==> src/rtl/max_pool_2x2_stream_pkg.sv <==
// Shared definitions for the 2x2 streaming pooling block: pooling mode encoding
// and the width helper used to size counters and line-buffer addresses.
package max_pool_2x2_stream_pkg;

  typedef enum logic {
    POOL_MAX = 1'b0,
    POOL_AVG = 1'b1
  } pool_mode_e;

  function automatic int clog2(input int value);
    int res;
    int v;
    res = 0;
    v   = value - 1;
    while (v > 0) begin
      res++;
      v = v >> 1;
    end
    return res;
  endfunction

endpackage

==> src/rtl/max_pool_2x2_stream_if.sv <==
// Pixel-stream bundle between the upstream activation stage (master) and the
// pooling block (slave); clock and reset travel as plain ports.
interface max_pool_2x2_stream_if #(
  parameter int WL = 8
);

  logic          iCLR;
  logic          iVALID;
  logic [WL-1:0] iDATA;
  logic          iMODE;
  logic          oVALID;
  logic [WL-1:0] oDATA;
  logic          oFRAME_DONE;
  logic          oBUSY;

  modport master (
    output iCLR, iVALID, iDATA, iMODE,
    input  oVALID, oDATA, oFRAME_DONE, oBUSY
  );

  modport slave (
    input  iCLR, iVALID, iDATA, iMODE,
    output oVALID, oDATA, oFRAME_DONE, oBUSY
  );

endinterface

==> src/rtl/max_pool_2x2_stream_line_buf.sv <==
// One-row store of horizontal pair results, written on even rows and read back
// on odd rows at the same column pair; storage is deliberately left unreset.
module max_pool_2x2_stream_line_buf #(
  parameter int DEPTH = 16,
  parameter int DW    = 9,
  parameter int AW    = 4
) (
  input  logic          iCLK,
  input  logic          i_we,
  input  logic [AW-1:0] i_addr,
  input  logic [DW-1:0] i_wdata,
  output logic [DW-1:0] o_rdata
);

  logic [DW-1:0] r_mem [DEPTH];

  always_ff @(posedge iCLK) begin
    if (i_we) begin
      r_mem[i_addr] <= i_wdata;
    end
  end

  assign o_rdata = r_mem[i_addr];

endmodule

==> src/rtl/max_pool_2x2_stream.sv <==
// Streaming 2x2 stride-2 max/average pooling over a raster-ordered feature map,
// producing one registered sample per window one cycle after its last pixel.
module max_pool_2x2_stream
  import max_pool_2x2_stream_pkg::*;
#(
  parameter int WL    = 8,
  parameter int IMG_W = 32,
  parameter int IMG_H = 32,
  parameter int CWB   = clog2(IMG_W),
  parameter int RWB   = clog2(IMG_H)
) (
  input logic                   iCLK,
  input logic                   iRSTn,
  max_pool_2x2_stream_if.slave  bus
);

  localparam int DEPTH = IMG_W / 2;
  localparam int LB_AW = (clog2(DEPTH) < 1) ? 1 : clog2(DEPTH);

  logic [CWB-1:0] r_col;
  logic [RWB-1:0] r_row;
  pool_mode_e     r_mode;
  logic [WL-1:0]  r_hold;
  logic           r_oValid;
  logic [WL-1:0]  r_oData;
  logic           r_oFrameDone;

  logic             w_accept;
  logic             w_colLast;
  logic             w_rowLast;
  logic             w_lbWe;
  logic             w_emit;
  logic [LB_AW-1:0] w_lbAddr;
  logic [WL:0]      w_pair;
  logic [WL:0]      w_lbRd;
  logic [WL+1:0]    w_sum;
  logic [WL-1:0]    w_result;

  assign w_accept  = bus.iVALID & ~bus.iCLR;
  assign w_colLast = (r_col == CWB'(IMG_W - 1));
  assign w_rowLast = (r_row == RWB'(IMG_H - 1));
  assign w_lbWe    = w_accept & r_col[0] & ~r_row[0];
  assign w_emit    = w_accept & r_col[0] & r_row[0];
  assign w_lbAddr  = LB_AW'(r_col >> 1);

  // Horizontal pair: the sum keeps a carry bit so the 2x2 average never wraps.
  always_comb begin
    w_pair = '0;
    if (r_mode == POOL_AVG) begin
      w_pair = {1'b0, r_hold} + {1'b0, bus.iDATA};
    end else begin
      w_pair = {1'b0, (bus.iDATA > r_hold) ? bus.iDATA : r_hold};
    end
  end

  assign w_sum = {1'b0, w_pair} + {1'b0, w_lbRd};

  always_comb begin
    w_result = '0;
    if (r_mode == POOL_AVG) begin
      w_result = WL'(w_sum >> 2);
    end else begin
      w_result = WL'((w_pair > w_lbRd) ? w_pair : w_lbRd);
    end
  end

  max_pool_2x2_stream_line_buf #(
    .DEPTH (DEPTH),
    .DW    (WL + 1),
    .AW    (LB_AW)
  ) u_lineBuf (
    .iCLK    (iCLK),
    .i_we    (w_lbWe),
    .i_addr  (w_lbAddr),
    .i_wdata (w_pair),
    .o_rdata (w_lbRd)
  );

  // Clear behaves like reset; a stalled cycle freezes everything but the output pulse.
  always_ff @(posedge iCLK or negedge iRSTn) begin
    if (!iRSTn) begin
      r_col        <= '0;
      r_row        <= '0;
      r_mode       <= POOL_MAX;
      r_hold       <= '0;
      r_oValid     <= 1'b0;
      r_oData      <= '0;
      r_oFrameDone <= 1'b0;
    end else if (bus.iCLR) begin
      r_col        <= '0;
      r_row        <= '0;
      r_mode       <= POOL_MAX;
      r_hold       <= '0;
      r_oValid     <= 1'b0;
      r_oData      <= '0;
      r_oFrameDone <= 1'b0;
    end else begin
      r_oValid     <= w_emit;
      r_oFrameDone <= w_emit & w_colLast & w_rowLast;
      if (w_emit) begin
        r_oData <= w_result;
      end
      if (bus.iVALID) begin
        if ((r_col == '0) && (r_row == '0)) begin
          r_mode <= pool_mode_e'(bus.iMODE);
        end
        if (!r_col[0]) begin
          r_hold <= bus.iDATA;
        end
        if (w_colLast) begin
          r_col <= '0;
          r_row <= w_rowLast ? '0 : r_row + RWB'(1);
        end else begin
          r_col <= r_col + CWB'(1);
        end
      end
    end
  end

  assign bus.oVALID      = r_oValid;
  assign bus.oDATA       = r_oData;
  assign bus.oFRAME_DONE = r_oFrameDone;
  assign bus.oBUSY       = (r_col != '0) || (r_row != '0);

endmodule

==> src/flat_wrapper.sv <==
// flat-port wrapper written by rule: the top's interface ports become plain ports
module max_pool_2x2_stream_flat import max_pool_2x2_stream_pkg::*;
#(
  parameter int WL    = 8,
  parameter int IMG_W = 32,
  parameter int IMG_H = 32,
  parameter int CWB   = clog2(IMG_W),
  parameter int RWB   = clog2(IMG_H)
)
  (iCLK, iRSTn, bus_iCLR, bus_iVALID, bus_iDATA, bus_iMODE, bus_oVALID, bus_oDATA, bus_oFRAME_DONE, bus_oBUSY);
  max_pool_2x2_stream_if #(.WL(WL)) bus_i ();
  input logic iCLK;
  input logic iRSTn;
  input wire logic [$bits(bus_i.iCLR)-1:0] bus_iCLR;
  input wire logic [$bits(bus_i.iVALID)-1:0] bus_iVALID;
  input wire logic [$bits(bus_i.iDATA)-1:0] bus_iDATA;
  input wire logic [$bits(bus_i.iMODE)-1:0] bus_iMODE;
  output wire logic [$bits(bus_i.oVALID)-1:0] bus_oVALID;
  output wire logic [$bits(bus_i.oDATA)-1:0] bus_oDATA;
  output wire logic [$bits(bus_i.oFRAME_DONE)-1:0] bus_oFRAME_DONE;
  output wire logic [$bits(bus_i.oBUSY)-1:0] bus_oBUSY;
  assign bus_i.iCLR = bus_iCLR;
  assign bus_i.iVALID = bus_iVALID;
  assign bus_i.iDATA = bus_iDATA;
  assign bus_i.iMODE = bus_iMODE;
  assign bus_oVALID = bus_i.oVALID;
  assign bus_oDATA = bus_i.oDATA;
  assign bus_oFRAME_DONE = bus_i.oFRAME_DONE;
  assign bus_oBUSY = bus_i.oBUSY;
  max_pool_2x2_stream #(.WL(WL), .IMG_W(IMG_W), .IMG_H(IMG_H), .CWB(CWB), .RWB(RWB)) u_core (.iCLK(iCLK), .iRSTn(iRSTn), .bus(bus_i));
endmodule
==> config.mk <==
export PLATFORM = sky130hd
export DESIGN_NAME = max_pool_2x2_stream_flat
export DESIGN_NICKNAME = d
export VERILOG_FILES = /design/src/rtl/max_pool_2x2_stream_pkg.sv /design/src/rtl/max_pool_2x2_stream_if.sv /design/src/rtl/max_pool_2x2_stream_line_buf.sv /design/src/rtl/max_pool_2x2_stream.sv /design/src/flat_wrapper.sv
export SDC_FILE = /design/constraint.sdc
export NUM_CORES = 1
export LEC_CHECK = 0
export CAP_MARGIN = 10
export CORE_MARGIN = 2
export CORE_UTILIZATION = 50
export DETAILED_ROUTE_END_ITERATION = 7
export GPL_ROUTABILITY_DRIVEN = 0
export GPL_TIMING_DRIVEN = 0
export HOLD_SLACK_MARGIN = 0.05
export PLACE_DENSITY = 0.67
export SLEW_MARGIN = 20
export SYNTH_ARGS = -nofsm -noshare
export SYNTH_HDL_FRONTEND = slang
export SYNTH_HIERARCHICAL = 1
export SYNTH_SLANG_ARGS = --single-unit
==> constraint.sdc <==
create_clock -name iCLK -period 4.79 [get_ports iCLK]
set_input_delay 0.958 -clock iCLK [delete_from_list [all_inputs] [get_ports iCLK]]
set_output_delay 0.958 -clock iCLK [all_outputs]
set_load 0.02 [all_outputs]
==> results.yml, run 1 <==
logic_synthesis:
  synth_nets: 648
  yosysSeqAreaShare_pct: 60.23
  avgSynthCellArea_um2: 14.19
  netlist_instances: 591
  synth-async-reset-ratio_pct: 16.76
  synth_ff_type: "edfxtp_1"
  ys_ff_latch: 173
  ys_types: 60
  synth_warnings: 6
  synth_edf_count: 144
  netlist_area_um2: 8384
sta:
  setup_tns_ns: 0
  skew_ns: 0.01098
  hold_viol: 0
  rsz0062_at_grt: "false"
  fin_crit_sh_pct: 96.83
  layout_setup_ws_ns: 0.1520
  setup_violations: 0
  period_minus_slack_ns: 4.638
  drv_slew: 0
  worst_pin_slew_ns: 0.9952
  fmax_mhz: 215.6
  whs_ns: 0.5242
  slew_headroom_pct: 33.41
final_layout:
  seqCellArea_um2: 5050
  n_antenna_cell: 0
  fill_cells: 1265
  fin_area_um2: 9838
  layout_common_cells: "144 x edfxtp_1, 43 x nand2_1, 37 x inv_1"
  stdcell_count: 880
  multi_input_area_um2: 3293
  nNetsFinal: 704
  final_util_pct: 59.75
  layout_commonest_cell: "edfxtp_1"
  syn2layout_area_growth_pct: 17.34
  final_layout_size_suffix_gt1_share_pct: 16.67
critical_path:
  r2r_start: "u_core/r_hold[7]"
  required_ns: 5.10
  arrival_ns: 4.94
  critPathLaunchType: "input pin"
  r2r_slack_ns: 0.49
  r2r-end: "u_core/bus.oDATA[5]"
  worst_setup_path_end_kind: "register"
  crit_fanout: 17
  worstSetupPathType: "in2reg"
  ff2ff_path_depth: 16
placement:
  place.port_buffers: 23
  dp_cells: 838
  place_ws_ns: -1.379
  post_dp_cell_area_um2: 8969
  hpwl_mm: 12.31
global_routing:
  grt_usage_pct: 21.56
  antenna_found_initial: 0
  overflow: 0
  grt_pass1_wl_mm: 28.45
  grt_pass1_vias: 5081
  grt_max_degree: 30
clocking:
  clock_sink_count: 173
  ctsHoldBuffers: 0
  clockBufferDepth: 2
  cts_buffers: 17
  clk_pin_slew_worst_paths_ns: 0.07
  cts_tree: "yes"
  cts_max_level: 4
  root_buffer: "clkbuf_16"
  clk-insertion-delay-late_ns: 0.43
detailed_routing:
  post_drt_via_cell_ratio: 5.972
  dr_total_vias: 5255
  totalWireLength_mm: 18.46
  drc: 0
  drtAntennaViolNets: 0
  routedWlPerCell_um: 20.98
  drt_iter0_markers: 513
  dr.pass1.iters: 7
min_path:
  hold_end: "u_core/bus.oDATA[7]"
  min_from: "u_core/bus.oDATA[7]"
  hold_path.class: "reg2reg"
  whs_path_depth: 2
floorplan:
  num_io_pins: 24
  chipWidth_um: 133.5
  start_util_pct: 50.92
  dieHeight_um: 133.5
  rows: 47
  fp.dieArea_um2: 17820
  fp.coreArea_um2: 16470
power_and_ir_drop:
  ir_worst_vdd_v: 0.0002728
  power_density_nw_per_um2: 355.7
  power_leakage_nw: 3.605
  total_power_mw: 3.500
status:
  status: "finished, final reports clean"
run:
  drv_cap: 0
[metal layers]
layer | share of wire (%) | vias to the layer above | GRT usage [%]
met5 | 0 | - | 0
met4 | 1.5 | 0 | 6.619
met3 | 5.3 | 21 | 4.452
met2 | 50 | 161 | 35.31
met1 | 43 | 2677 | 29.38
li1 | - | 2396 | -
[synth_stat cells (2+ instances only)]
library cell | instances | area share, %
o31ai_1 | 2 | 0.18
a22oi_1 | 23 | 2.1
buf_6 | 4 | 0.54
xnor2_1 | 7 | 0.73
a211o_1 | 2 | 0.21
nor2b_1 | 7 | 0.52
nand2b_1 | 11 | 0.82
mux4_1 | 14 | 4.4
a21o_1 | 5 | 0.45
dfrtp_1 | 29 | 8.7
o21a_1 | 2 | 0.18
xor2_1 | 2 | 0.21
mux4_2 | 22 | 5.9
a211oi_1 | 10 | 0.90
o21bai_1 | 3 | 0.27
buf_2 | 4 | 0.24
buf_4 | 2 | 0.18
ha_1 | 43 | 6.4
a21oi_1 | 34 | 2.0
and3_1 | 4 | 0.30
o21ai_0 | 10 | 0.60
clkbuf_1 | 14 | 0.63
nand3_1 | 6 | 0.36
mux2i_1 | 10 | 1.2
nor3_1 | 15 | 0.90
nand4_1 | 3 | 0.22
and2_1 | 2 | 0.15
o211ai_1 | 3 | 0.27
a31oi_1 | 3 | 0.22
nand2_1 | 43 | 1.9
edfxtp_1 | 144 | 52
nor2_1 | 30 | 1.3
nand3b_1 | 3 | 0.27
or2_1 | 2 | 0.15
nor4_1 | 2 | 0.15
inv_1 | 37 | 1.7
o21ai_1 | 11 | 0.66
[registers in the layout (all words and copies together) (netlist names)]
name and flops:
u_core/bus.oDATA 8, u_core/bus.oFRAME_DONE 1, u_core/bus.oVALID 1, u_core/r_col 5
u_core/r_hold 8, u_core/r_mode 1, u_core/r_row 5, u_core/u_lineBuf/r_mem 144
[layout make-up]
type                            instances  area share, %
Inverter                               37          1.412
Clock buffer                           18          4.362
Buffer                                 25          1.412
Tap cell                              220          2.798
Sequential cell                       173          51.33
Clock inverter                         14          1.602
Multi-Input combinational cell        356          33.47
Timing Repair Buffer                   37          3.612
[critical path, cell delays in order]
cell             delay [ns]
clkdlybuf4s50_1        0.51
inv_1                  0.08
ha_1                   0.20
nor2b_1                0.12
o21bai_1               0.07
a21o_1                 0.17
a21o_2                 0.27
clkbuf_4               0.23
a21o_1                 0.22
o21a_4                 0.28
ha_1                   0.29
or3b_1                 0.35
or4_1                  0.42
o21ai_2                0.09
or2_1                  0.13
buf_6                  0.15
a21boi_1               0.08
a221o_1                0.32
[power breakdown]
group / internal (mW) / switching (mW)
logic: 0.173 / 0.269
registers: 1.68 / 0.00910
clock network: 0.781 / 0.592
total: 2.63 / 0.870
[what timing repair did]
item	CTS	global route
gates cloned	0	0
buffers inserted	7	3
pin swaps	4	6
setup endpoints to repair	8	8
gates resized for setup	18	17
hold endpoints to repair	0	0
[kinds of logic after synthesis]
kind of cell | share of synthesized area [%]
xor+xnor | 0.9402
buf+inv | 3.283
mux | 11.63
simple gates | 7.984
fa+ha+maj | 6.656
flops | 60.23
compound gates | 9.282
[worst max-delay path by stage]
stage                       from             endpoint  slack, ns  cells past startpoint
global route        bus_iDATA[0]  u_core/bus.oDATA[5]       0.03                     18
finish              bus_iDATA[0]  u_core/bus.oDATA[5]       0.15                     18
detailed placement  bus_iDATA[5]  u_core/bus.oDATA[7]      -1.38                     16
floorplan           bus_iDATA[5]  u_core/bus.oDATA[5]       0.05                     16
CTS                 bus_iDATA[2]  u_core/bus.oDATA[7]       0.03                     15
global placement    bus_iDATA[5]  u_core/bus.oDATA[7]      -1.63                     16
(Power assumes the default switching activity.)
==> inputs of run 2 (changes only) <==
Settings changed: CAP_MARGIN 10 to unset.
==> results of run 2 <==
The final DEF is identical to that of run 1; final timing and power are the same.
==> inputs of run 3 (changes only) <==
Settings changed: PLACE_DENSITY 0.67 to unset, PLACE_DENSITY_LB_ADDON set to 0.05.
==> run 3 against run 2 <==
Net effect:
- hold slack better by 0.0011 ns
- power is 1.0% lower
- core utilization is 0.21 points higher
- first-iteration DRC count is 19% lower
- final area is 0.34% higher
- combinational power is 4% higher
- sequential power hardly changed
- clock skew is 0.010 ns higher
- via count is 0.21% lower
- clock power is 4% lower
- critical path type unchanged
==> results.yml, run 3 (same netlist as run 1, synthesis figures left out) <==
status:
  status: "finished, final reports clean"
sta:
  skew_ns: 0.02109
  period_minus_slack_ns: 4.568
  fin_crit_sh_pct: 95.36
  hold_viol: 0
  setup_violations: 0
  drv_slew: 0
  rsz0062_at_grt: "false"
  whs_ns: 0.5253
  worst_pin_slew_ns: 1.151
  fmax_mhz: 218.9
  slew_headroom_pct: 22.59
clocking:
  cts_buffers: 17
  clockBufferDepth: 2
  root_buffer: "clkbuf_16"
  cts_tree: "yes"
  cts_max_level: 4
  clock_sink_count: 173
  clk-insertion-delay-late_ns: 0.43
  clk_pin_slew_worst_paths_ns: 0.07
  ctsHoldBuffers: 0
critical_path:
  worstSetupStartpoint: "bus_iDATA[0]"
  worstSetupPathType: "in2reg"
  crit_fanout: 9
  r2r_start: "u_core/r_hold[5]"
  required_ns: 5.09
  critPathLaunchType: "input pin"
  arrival_ns: 4.87
  worst_setup_path_end_kind: "register"
placement:
  dp_cells: 840
  post_dp_cell_area_um2: 8992
  hpwl_mm: 13.26
  place.port_buffers: 23
power_and_ir_drop:
  power_leakage_nw: 3.638
  ir_worst_vdd_v: 0.0002991
  power_density_nw_per_um2: 350.9
final_layout:
  nNetsFinal: 713
  syn2layout_area_growth_pct: 17.74
  fin_area_um2: 9872
  final_layout_size_suffix_gt1_share_pct: 17.34
  largest_register_ffs: 144
  n_antenna_cell: 0
  stdcell_count: 889
  layout_commonest_cell: "edfxtp_1"
  fill_cells: 1283
  top_register: "u_core/u_lineBuf/r_mem"
  final_util_pct: 59.95
  layout_common_cells: "144 x edfxtp_1, 43 x nand2_1, 37 x inv_1, 37 x ha_1, 32 x a21oi_1"
floorplan:
  num_io_pins: 24
  fp.dieArea_um2: 17820
  fp.coreArea_um2: 16470
  chipWidth_um: 133.5
  start_util_pct: 50.92
  rows: 47
  dieHeight_um: 133.5
detailed_routing:
  drtAntennaViolNets: 0
  drc: 0
  dr.pass1.iters: 5
  dr_total_vias: 5244
  totalWireLength_mm: 19.44
  routedWlPerCell_um: 21.87
  post_drt_via_cell_ratio: 5.899
  drt_iter0_markers: 417
global_routing:
  grt_usage_pct: 22.89
  overflow: 0
  grt_pass1_wl_mm: 29.95
  grt_max_degree: 30
  grt_pass1_vias: 5228
  antenna_found_initial: 0
min_path:
  min_from: "u_core/bus.oDATA[5]"
  hold_path.class: "reg2reg"
run:
  drv_cap: 0
==> run 3: cell types whose count changed in the layout (fill, tap and decap cells not counted), sizes merged <==
cell and delta:
clkinvlp +1, bufinv -1, buf +9
==> run 3: final timing paths <==
path / end / cells after the start / slack, ns
min in group asynchronous: u_core/r_row[3] / 1 / 0.55
worst max register to register: u_core/bus.oDATA[5] / 16 / 0.62
max in group asynchronous: u_core/bus.oDATA[0] / 1 / 3.77
worst min-delay path: u_core/bus.oDATA[5] / 1 / 0.53
worst max-delay path: u_core/bus.oDATA[5] / 18 / 0.22
worst min register to register: u_core/bus.oDATA[5] / 1 / 0.53
==> run 3: layer usage <==
metal  up-vias  track usage [%]  part of all wire, %
met5         -                0                    0
met1      2660            31.83                   45
li1       2417                -                    -
met3        32            3.919                  3.7
met2       135            37.31                   49
met4         0            7.270                  2.1
==> run 3: timing repair <==
| item | 4_1_cts | 5_1_grt |
|---|---|---|
| pin swaps | 4 | 3 |
| buffers inserted | 10 | 7 |
| gates resized for setup | 16 | 16 |
| endpoints found under the setup margin | 8 | 8 |
==> run 3: per-stage QoR <==
step | setup TNS, ns | setup WS (ns) | total power [mW]
after floorplan | 0 | 0.04781 | 1.973
after global placement | -23.98 | -1.819 | 2.096
after detailed placement | -8.908 | -1.262 | 2.121
after CTS | 0 | 0.01727 | 3.473
after global routing | 0 | 0.03907 | 3.588
final | 0 | 0.2221 | 3.465
==> run 3: critical path, stage by stage <==
cell	delay [ns]
clkdlybuf4s50_1	0.45
ha_1	0.25
fa_1	0.39
nand2b_1	0.11
a21oi_1	0.07
nor2_1	0.19
o31ai_1	0.14
xnor2_1	0.20
mux2i_2	0.15
ha_1	0.34
buf_4	0.15
or3b_1	0.34
or4_1	0.42
o21ai_2	0.08
or2_1	0.12
buf_6	0.14
a21boi_1	0.07
a221o_1	0.32
==> run 3: cell type report <==
| cell class | instances | area [um2] | area share (%) |
|---|---|---|---|
| Clock buffer | 18 | 429.2 | 4.347 |
| Timing Repair Buffer | 46 | 422.9 | 4.284 |
| Multi-Input combinational cell | 356 | 3283 | 33.26 |
| Clock inverter | 14 | 133.9 | 1.356 |
| Tap cell | 220 | 275.3 | 2.788 |
| Inverter | 37 | 138.9 | 1.407 |
| Buffer | 25 | 138.9 | 1.407 |
| Sequential cell | 173 | 5050 | 51.15 |
==> run 3: power by group <==
group          switching (mW)  total, mW  internal, mW
Combinational           0.275      0.459         0.185
Clock                   0.593       1.32         0.727
Sequential            0.00969       1.69          1.68
